<file path="config.mk">
export PLATFORM = sky130hd
export DESIGN_NAME = sar_adc_ctrl
export DESIGN_NICKNAME = d
export VERILOG_FILES = /design/src/rtl/sar_adc_pkg.sv /design/src/rtl/sar_register.sv /design/src/rtl/sar_adc_ctrl.sv
export SDC_FILE = /design/constraint.sdc
export NUM_CORES = 1
export LEC_CHECK = 0
export ABC_CLOCK_PERIOD_IN_PS = 3300
export CAP_MARGIN = 20
export CELL_PAD_IN_SITES_DETAIL_PLACEMENT = 1
export CELL_PAD_IN_SITES_GLOBAL_PLACEMENT = 1
export CORE_ASPECT_RATIO = 1.4
export CORE_UTILIZATION = 43
export CTS_CLUSTER_SIZE = 40
export DETAILED_ROUTE_END_ITERATION = 16
export HOLD_SLACK_MARGIN = 0.02
export PLACE_DENSITY = 0.86
export SYNTH_ARGS = -nofsm -noshare
export SYNTH_HDL_FRONTEND = slang
export SYNTH_SLANG_ARGS = --single-unit
</file>
<file path="constraint.sdc">
create_clock -name CLK -period 3.3 [get_ports CLK]
set_input_delay 0.66 -clock CLK [delete_from_list [all_inputs] [get_ports CLK]]
set_output_delay 0.66 -clock CLK [all_outputs]
set_load 0.05 [all_outputs]
</file>
<file path="src/rtl/sar_adc_pkg.sv">
`default_nettype none
// ============================================================================
// Module : sar_adc_pkg
// Brief  : Shared state encoding and default geometry for the SAR ADC controller.
// Rev    : 1.0
// ============================================================================
package sar_adc_pkg;

  localparam int unsigned c_default_width         = 10;
  localparam int unsigned c_default_sample_cycles = 4;

  typedef enum logic [1:0] {
    ST_IDLE    = 2'd0,
    ST_SAMPLE  = 2'd1,
    ST_CONVERT = 2'd2
  } sar_state_t;

endpackage
`default_nettype wire

</file>
<file path="src/rtl/sar_register.sv">
`default_nettype none
// ============================================================================
// Module : sar_register
// Brief  : Successive-approximation trial-code register and bit-index tracker.
// Rev    : 1.0
// ============================================================================
module sar_register
  import sar_adc_pkg::*;
#(
  parameter int unsigned WIDTH = c_default_width
) (
  input  logic             clk,
  input  logic             rst,
  input  logic             init,
  input  logic             step,
  input  logic             comp,
  output logic [WIDTH-1:0] code,
  output logic [WIDTH-1:0] result,
  output logic             last
);

  localparam int unsigned      IDX_W     = (WIDTH > 1) ? $clog2(WIDTH) : 1;
  localparam logic [IDX_W-1:0] c_msb_idx = IDX_W'(WIDTH - 1);

  logic [WIDTH-1:0] r_code;
  logic [WIDTH-1:0] w_code_next;
  logic [WIDTH-1:0] w_decided;
  logic [IDX_W-1:0] r_idx;
  logic [IDX_W-1:0] w_idx_next;

  // The bit under trial takes the comparator verdict; everything above it is settled.
  always_comb begin
    w_decided        = r_code;
    w_decided[r_idx] = comp;
  end

  always_comb begin
    w_code_next = r_code;
    w_idx_next  = r_idx;
    if (init) begin
      w_code_next            = '0;
      w_code_next[WIDTH-1]   = 1'b1;
      w_idx_next             = c_msb_idx;
    end else if (step) begin
      if (r_idx == '0) begin
        // Final decision taken: park the DAC at zero for the idle period.
        w_code_next = '0;
        w_idx_next  = c_msb_idx;
      end else begin
        w_code_next                = w_decided;
        w_code_next[r_idx - 1'b1]  = 1'b1;
        w_idx_next                 = r_idx - 1'b1;
      end
    end
  end

  always_ff @(posedge clk or posedge rst) begin
    if (rst) begin
      r_code <= '0;
      r_idx  <= c_msb_idx;
    end else begin
      r_code <= w_code_next;
      r_idx  <= w_idx_next;
    end
  end

  assign code   = r_code;
  assign result = w_decided;
  assign last   = (r_idx == '0);

endmodule
`default_nettype wire

</file>
<file path="src/rtl/sar_adc_ctrl.sv">
`default_nettype none
// ============================================================================
// Module : sar_adc_ctrl
// Brief  : SAR ADC controller: track/hold, binary search via DAC + comparator, valid/ready result.
// Rev    : 1.0
// ============================================================================
module sar_adc_ctrl
  import sar_adc_pkg::*;
#(
  parameter int unsigned WIDTH         = c_default_width,
  parameter int unsigned SAMPLE_CYCLES = c_default_sample_cycles
) (
  input  logic             CLK,
  input  logic             reset,
  input  logic             start,
  input  logic             COMP,
  output logic             SAMPLE,
  output logic [WIDTH-1:0] DAC_D,
  output logic             busy,
  output logic [WIDTH-1:0] data,
  output logic             data_valid,
  input  logic             data_ready,
  output logic             overrun
);

  localparam int unsigned      CNT_W      = (SAMPLE_CYCLES > 1) ? $clog2(SAMPLE_CYCLES) : 1;
  localparam logic [CNT_W-1:0] c_cnt_last = CNT_W'(SAMPLE_CYCLES - 1);

  sar_state_t       r_state;
  sar_state_t       w_state_next;
  logic [CNT_W-1:0] r_cnt;
  logic [CNT_W-1:0] w_cnt_next;
  logic             w_sar_init;
  logic             w_sar_step;
  logic             w_sar_last;
  logic             w_done;
  logic [WIDTH-1:0] w_sar_code;
  logic [WIDTH-1:0] w_sar_result;
  logic [WIDTH-1:0] r_data;
  logic             r_data_valid;
  logic             r_overrun;

  sar_register #(
    .WIDTH (WIDTH)
  ) u_sar_register (
    .clk    (CLK),
    .rst    (reset),
    .init   (w_sar_init),
    .step   (w_sar_step),
    .comp   (COMP),
    .code   (w_sar_code),
    .result (w_sar_result),
    .last   (w_sar_last)
  );

  always_ff @(posedge CLK or posedge reset) begin
    if (reset) begin
      r_state <= ST_IDLE;
      r_cnt   <= '0;
    end else begin
      r_state <= w_state_next;
      r_cnt   <= w_cnt_next;
    end
  end

  // start is only looked at in IDLE, so requests during a conversion are dropped.
  always_comb begin
    w_state_next = r_state;
    w_cnt_next   = r_cnt;
    w_sar_init   = 1'b0;
    w_sar_step   = 1'b0;
    w_done       = 1'b0;
    case (r_state)
      ST_IDLE: begin
        if (start) begin
          w_state_next = ST_SAMPLE;
          w_cnt_next   = '0;
        end
      end
      ST_SAMPLE: begin
        if (r_cnt == c_cnt_last) begin
          w_state_next = ST_CONVERT;
          w_cnt_next   = '0;
          w_sar_init   = 1'b1;
        end else begin
          w_cnt_next = r_cnt + 1'b1;
        end
      end
      ST_CONVERT: begin
        w_sar_step = 1'b1;
        if (w_sar_last) begin
          w_done       = 1'b1;
          w_state_next = ST_IDLE;
        end
      end
      default: begin
        w_state_next = ST_IDLE;
      end
    endcase
  end

  // A fresh result always wins; it only counts as lost if the old one was never taken.
  always_ff @(posedge CLK or posedge reset) begin
    if (reset) begin
      r_data       <= '0;
      r_data_valid <= 1'b0;
      r_overrun    <= 1'b0;
    end else begin
      if (w_done) begin
        r_data       <= w_sar_result;
        r_data_valid <= 1'b1;
        if (r_data_valid && !data_ready) begin
          r_overrun <= 1'b1;
        end
      end else if (r_data_valid && data_ready) begin
        r_data_valid <= 1'b0;
      end
    end
  end

  assign SAMPLE     = (r_state == ST_SAMPLE);
  assign busy       = (r_state != ST_IDLE);
  assign DAC_D      = w_sar_code;
  assign data       = r_data;
  assign data_valid = r_data_valid;
  assign overrun    = r_overrun;

endmodule
`default_nettype wire

</file>
==> summary.txt <==
CTS
  • Cts hold-fix bufs: 0
  • Number of clock sinks: 30
  • Setup Buffers After CTS: 0
  • Root buffer selected by CTS: sky130_fd_sc_hd__clkbuf_8
  • Level count of the clock H-tree: 2
  • Number of buffers between clock root and the deepest sink: 2
  • Clock tree from TritonCTS: yes
  • CTS clock-pin slew for the worst setup and hold paths: roughly 0.070 ns
  • Source-to-sink clock delay at the later pin of the worst-skew pair: ~0.29 ns
  • Inserted Clock Buffers: 5
  • # resized after CTS: 0

Timing
  • Final Skew: 0.00656 ns
  • Total negative setup slack: 0 ns
  • Worst Tran Pin Value: 0.707 ns
  • Max-slew headroom: 0.529
  • Peak Freq: 393 MHz
  • Worst-case hold slack: 0.483 ns
  • Period minus WS final: 2.54 ns
  • Ratio of final minimum period to clock period: 0.771
  • Final Hold Viols: 0
  • Final setup violation count: 0
  • PnR worst setup slack: 0.757 ns
  • Unrepaired setup endpoints after global routing: no
  • Final slew viol count: 0

Global routing
  • Overall routing resource usage: 0.228
  • Number of antenna violations at the first check in global routing: 0
  • Via count of the first global-routing pass: 1308
  • Wire length of the first global-routing pass: 6160 um
  • Total overflow reported by the global router: 0
  • Maximum number of pins on one net before global-route repair: 31

Route
  • Number of search-and-repair iterations in the first detailed-routing pass: 4
  • Top layer used by detailed routing: met4
  • WL per Instance: 17.0 um
  • Detail Route Antenna Nets: 0
  • Length of routed met3 wiring: roughly 99 um
  • Number of remaining DRC errors: 0
  • DR iter-0 viols: 19
  • Detailed-route wire length on metal 1: ~1500 um
  • Via count: 1251
  • Final wirelength: roughly 3700 um
  • Post-detailed-route via-to-cell ratio: 5.74
  • Detailed-routed wire length on met2: 2040 um

Floorplan
  • Floorplan die height: 72.9 um
  • Total die area: 3840 um2
  • Initial Util: 0.453
  • Std cell rows: 25
  • Area of the core region: 3410 um2
  • Die width: 52.7 um
  • IO Pins: 29

Synthesis
  • Synth Net Count: around 150
  • Share of synthesized registers carrying an async set or reset: 1.00
  • Largest cells by area after synthesis: sky130_fd_sc_hd__dfrtp_1, sky130_fd_sc_hd__mux2_4, sky130_fd_sc_hd__dfstp_2
  • Average cell area after synthesis: roughly 11 um2
  • Primary flip-flop cell chosen by synthesis mapping: sky130_fd_sc_hd__dfrtp_1
  • Share of synthesized area occupied by flip-flops and latches: 0.487
  • Post-synth top area share: 0.453
  • Post-synthesis instance total: roughly 150
  • Library cell with the highest instance count after synthesis: sky130_fd_sc_hd__dfrtp_1
  • Cell Area, Synth: between 1500 and 2000 um2
  • Number of enable-type register cells in the synthesized netlist: 0
  • Register bit count reported by yosys: 30
  • Count of different cell masters after synthesis: between 40 and 50
  • Number of warnings printed during yosys synthesis: 0
  • Yosys top cell by area: sky130_fd_sc_hd__dfrtp_1
  • Cell types with the highest counts after synthesis: sky130_fd_sc_hd__dfrtp_1, sky130_fd_sc_hd__nand2_1, sky130_fd_sc_hd__nor2_1, sky130_fd_sc_hd__a21oi_1

Layout
  • Final Cell Area: 1950 um2
  • Utilization after layout: 0.572
  • Layout overhead on the synthesized area: 26.2%
  • Post-layout instance count excluding filler cells: 218
  • Fraction of layout cells with a size suffix above 1: 0.180
  • Number of nets in the finished design: between 150 and 200
  • Number of antenna diodes: 0
  • Count of filler cells inserted in the layout: 375

Critical path
  • CP delay by family, top: buffers and inverters
  • Required time of the worst setup path: 2.64 ns
  • Startpoint types: flop
  • Kind of capture point of the worst setup path: output port
  • Peak fanout along the critical path: 9
  • Category of the critical setup timing path: flop to output port
  • Slowest stage cell on the critical path: sky130_fd_sc_hd__clkdlybuf4s50_1
  • Worst path bufs/invs: 1
  • Delay of the slowest cell on the worst path: 0.82 ns
  • Worst EP arrival: 1.88 ns
  • Crit-path cells: and2b_1, clkdlybuf4s50_1

Power
  • Clock network fraction of total power: 0.187
  • Total power: between 1.5 and 2 mW
  • Max IR drop VDD: 683 uV
  • Portion of total power attributed to sequential cells: 0.342
  • Combinational share of power: 0.471
  • Switch share: 0.456
  • P per Cell Area: 994 nW/um2
  • Internal power component: 1.06 mW
  • Static power due to leakage: 0.865 nW
  • Switching power of the nets: ~0.88 mW

Placement
  • Dpl cell area: about 1800 um2
  • Post-DP HPWL: 2640 um
  • Minimum setup slack after placement: 1.06 ns
  • Cell count after placement: 210
  • Final RePlAce weighted congestion: around 0.78
  • Port Buffer Count: 28

Hold path
  • Worst min-delay path category: flop to flop

Run
  • Maxcap violations: 0

Status
  • Result of the run: finished clean
[flip-flops by register name, indices dropped and copies added, names as in the netlist]
signal,cells
r_cnt,2
u_sar_register.r_idx,4
overrun,1
data_valid,1
r_state,2
data,10
u_sar_register.code,10
[worst paths after layout]
kind	start	end	slack (ns)	cells past startpoint
setup / recovery	r_state[1]	SAMPLE	0.76	2
hold / removal	data[4]	data[4]	0.48	2
setup reg to reg	u_sar_register.r_idx[1]	data[3]	1.46	3
hold reg to reg	data[4]	data[4]	0.48	2
max in group asynchronous	reset	u_sar_register.r_idx[3]	2.22	3
min in group asynchronous	reset	data[3]	0.75	3
[per-layer routing]
metal / global-route usage / vias to the layer above
met5: 0 / -
met4: 0.114 / 0
met3: 0.0563 / 8
met2: 0.402 / 23
met1: 0.244 / 636
li1: - / 584
[kinds of logic (layout without fill, tap and decap cells)]
family / Yosys count / count (layout) / share of synthesized area
flip-flops: 30 / 30 / 0.487
adder cells (fa/ha/maj): 1 / 1 / 0.00810
buffers and inverters: 13 / 44 / 0.0461
AND/OR/NAND/NOR: 57 / 57 / 0.211
AO/OA/AOI/OAI: 37 / 37 / 0.171
multiplexers: 8 / 8 / 0.0713
XOR/XNOR: 1 / 1 / 0.00567
[tightest hold or removal path: stages (launching register included)]
cell and delay [ns]:
sky130_fd_sc_hd__dfrtp_1 0.34, sky130_fd_sc_hd__nand2_1 0.06, sky130_fd_sc_hd__o21ai_2 0.05
[area by class of cell]
| cell class | count | area [um2] | area share |
|---|---|---|---|
| repair buffers | 30 | 295 | 0.151 |
| clock inverters | 3 | 40.0 | 0.0205 |
| multi-input cells | 104 | 721 | 0.369 |
| clock buffers | 5 | 68.8 | 0.0353 |
| inverters | 6 | 22.5 | 0.0115 |
| well taps | 40 | 50.0 | 0.0257 |
| flip-flops and latches | 30 | 753 | 0.386 |
[cell usage in the layout (no fill, tap or decap), drive strengths merged, types with 2 or more instances in the layout]
| cell | n |
|---|---|
| nor3b | 2 |
| o21ai | 11 |
| o22ai | 3 |
| inv | 6 |
| nor2b | 4 |
| nor2 | 13 |
| or2 | 2 |
| nand2b | 5 |
| o21bai | 2 |
| dfrtp | 28 |
| buf | 2 |
| mux2i | 2 |
| nor3 | 2 |
| clkinv | 2 |
| a31oi | 2 |
| dfstp | 2 |
| clkbuf | 5 |
| o31ai | 2 |
| nor4b | 2 |
| a22o | 3 |
| a21oi | 8 |
| clkdlybuf4s50 | 28 |
| mux2 | 6 |
| o211ai | 3 |
| nand2 | 15 |
| nand3 | 6 |
[power groups by stage]
stage	clock [mW]	combinational, mW	sequential (mW)
finish	0.363	0.913	0.664
global placement	0	0.889	0.652
CTS	0.374	0.923	0.664
floorplan	0	0.469	0.836
detailed placement	0	0.918	0.669
global route	0.387	0.975	0.688
No activity file was read; power rests on OpenSTA's default activity.
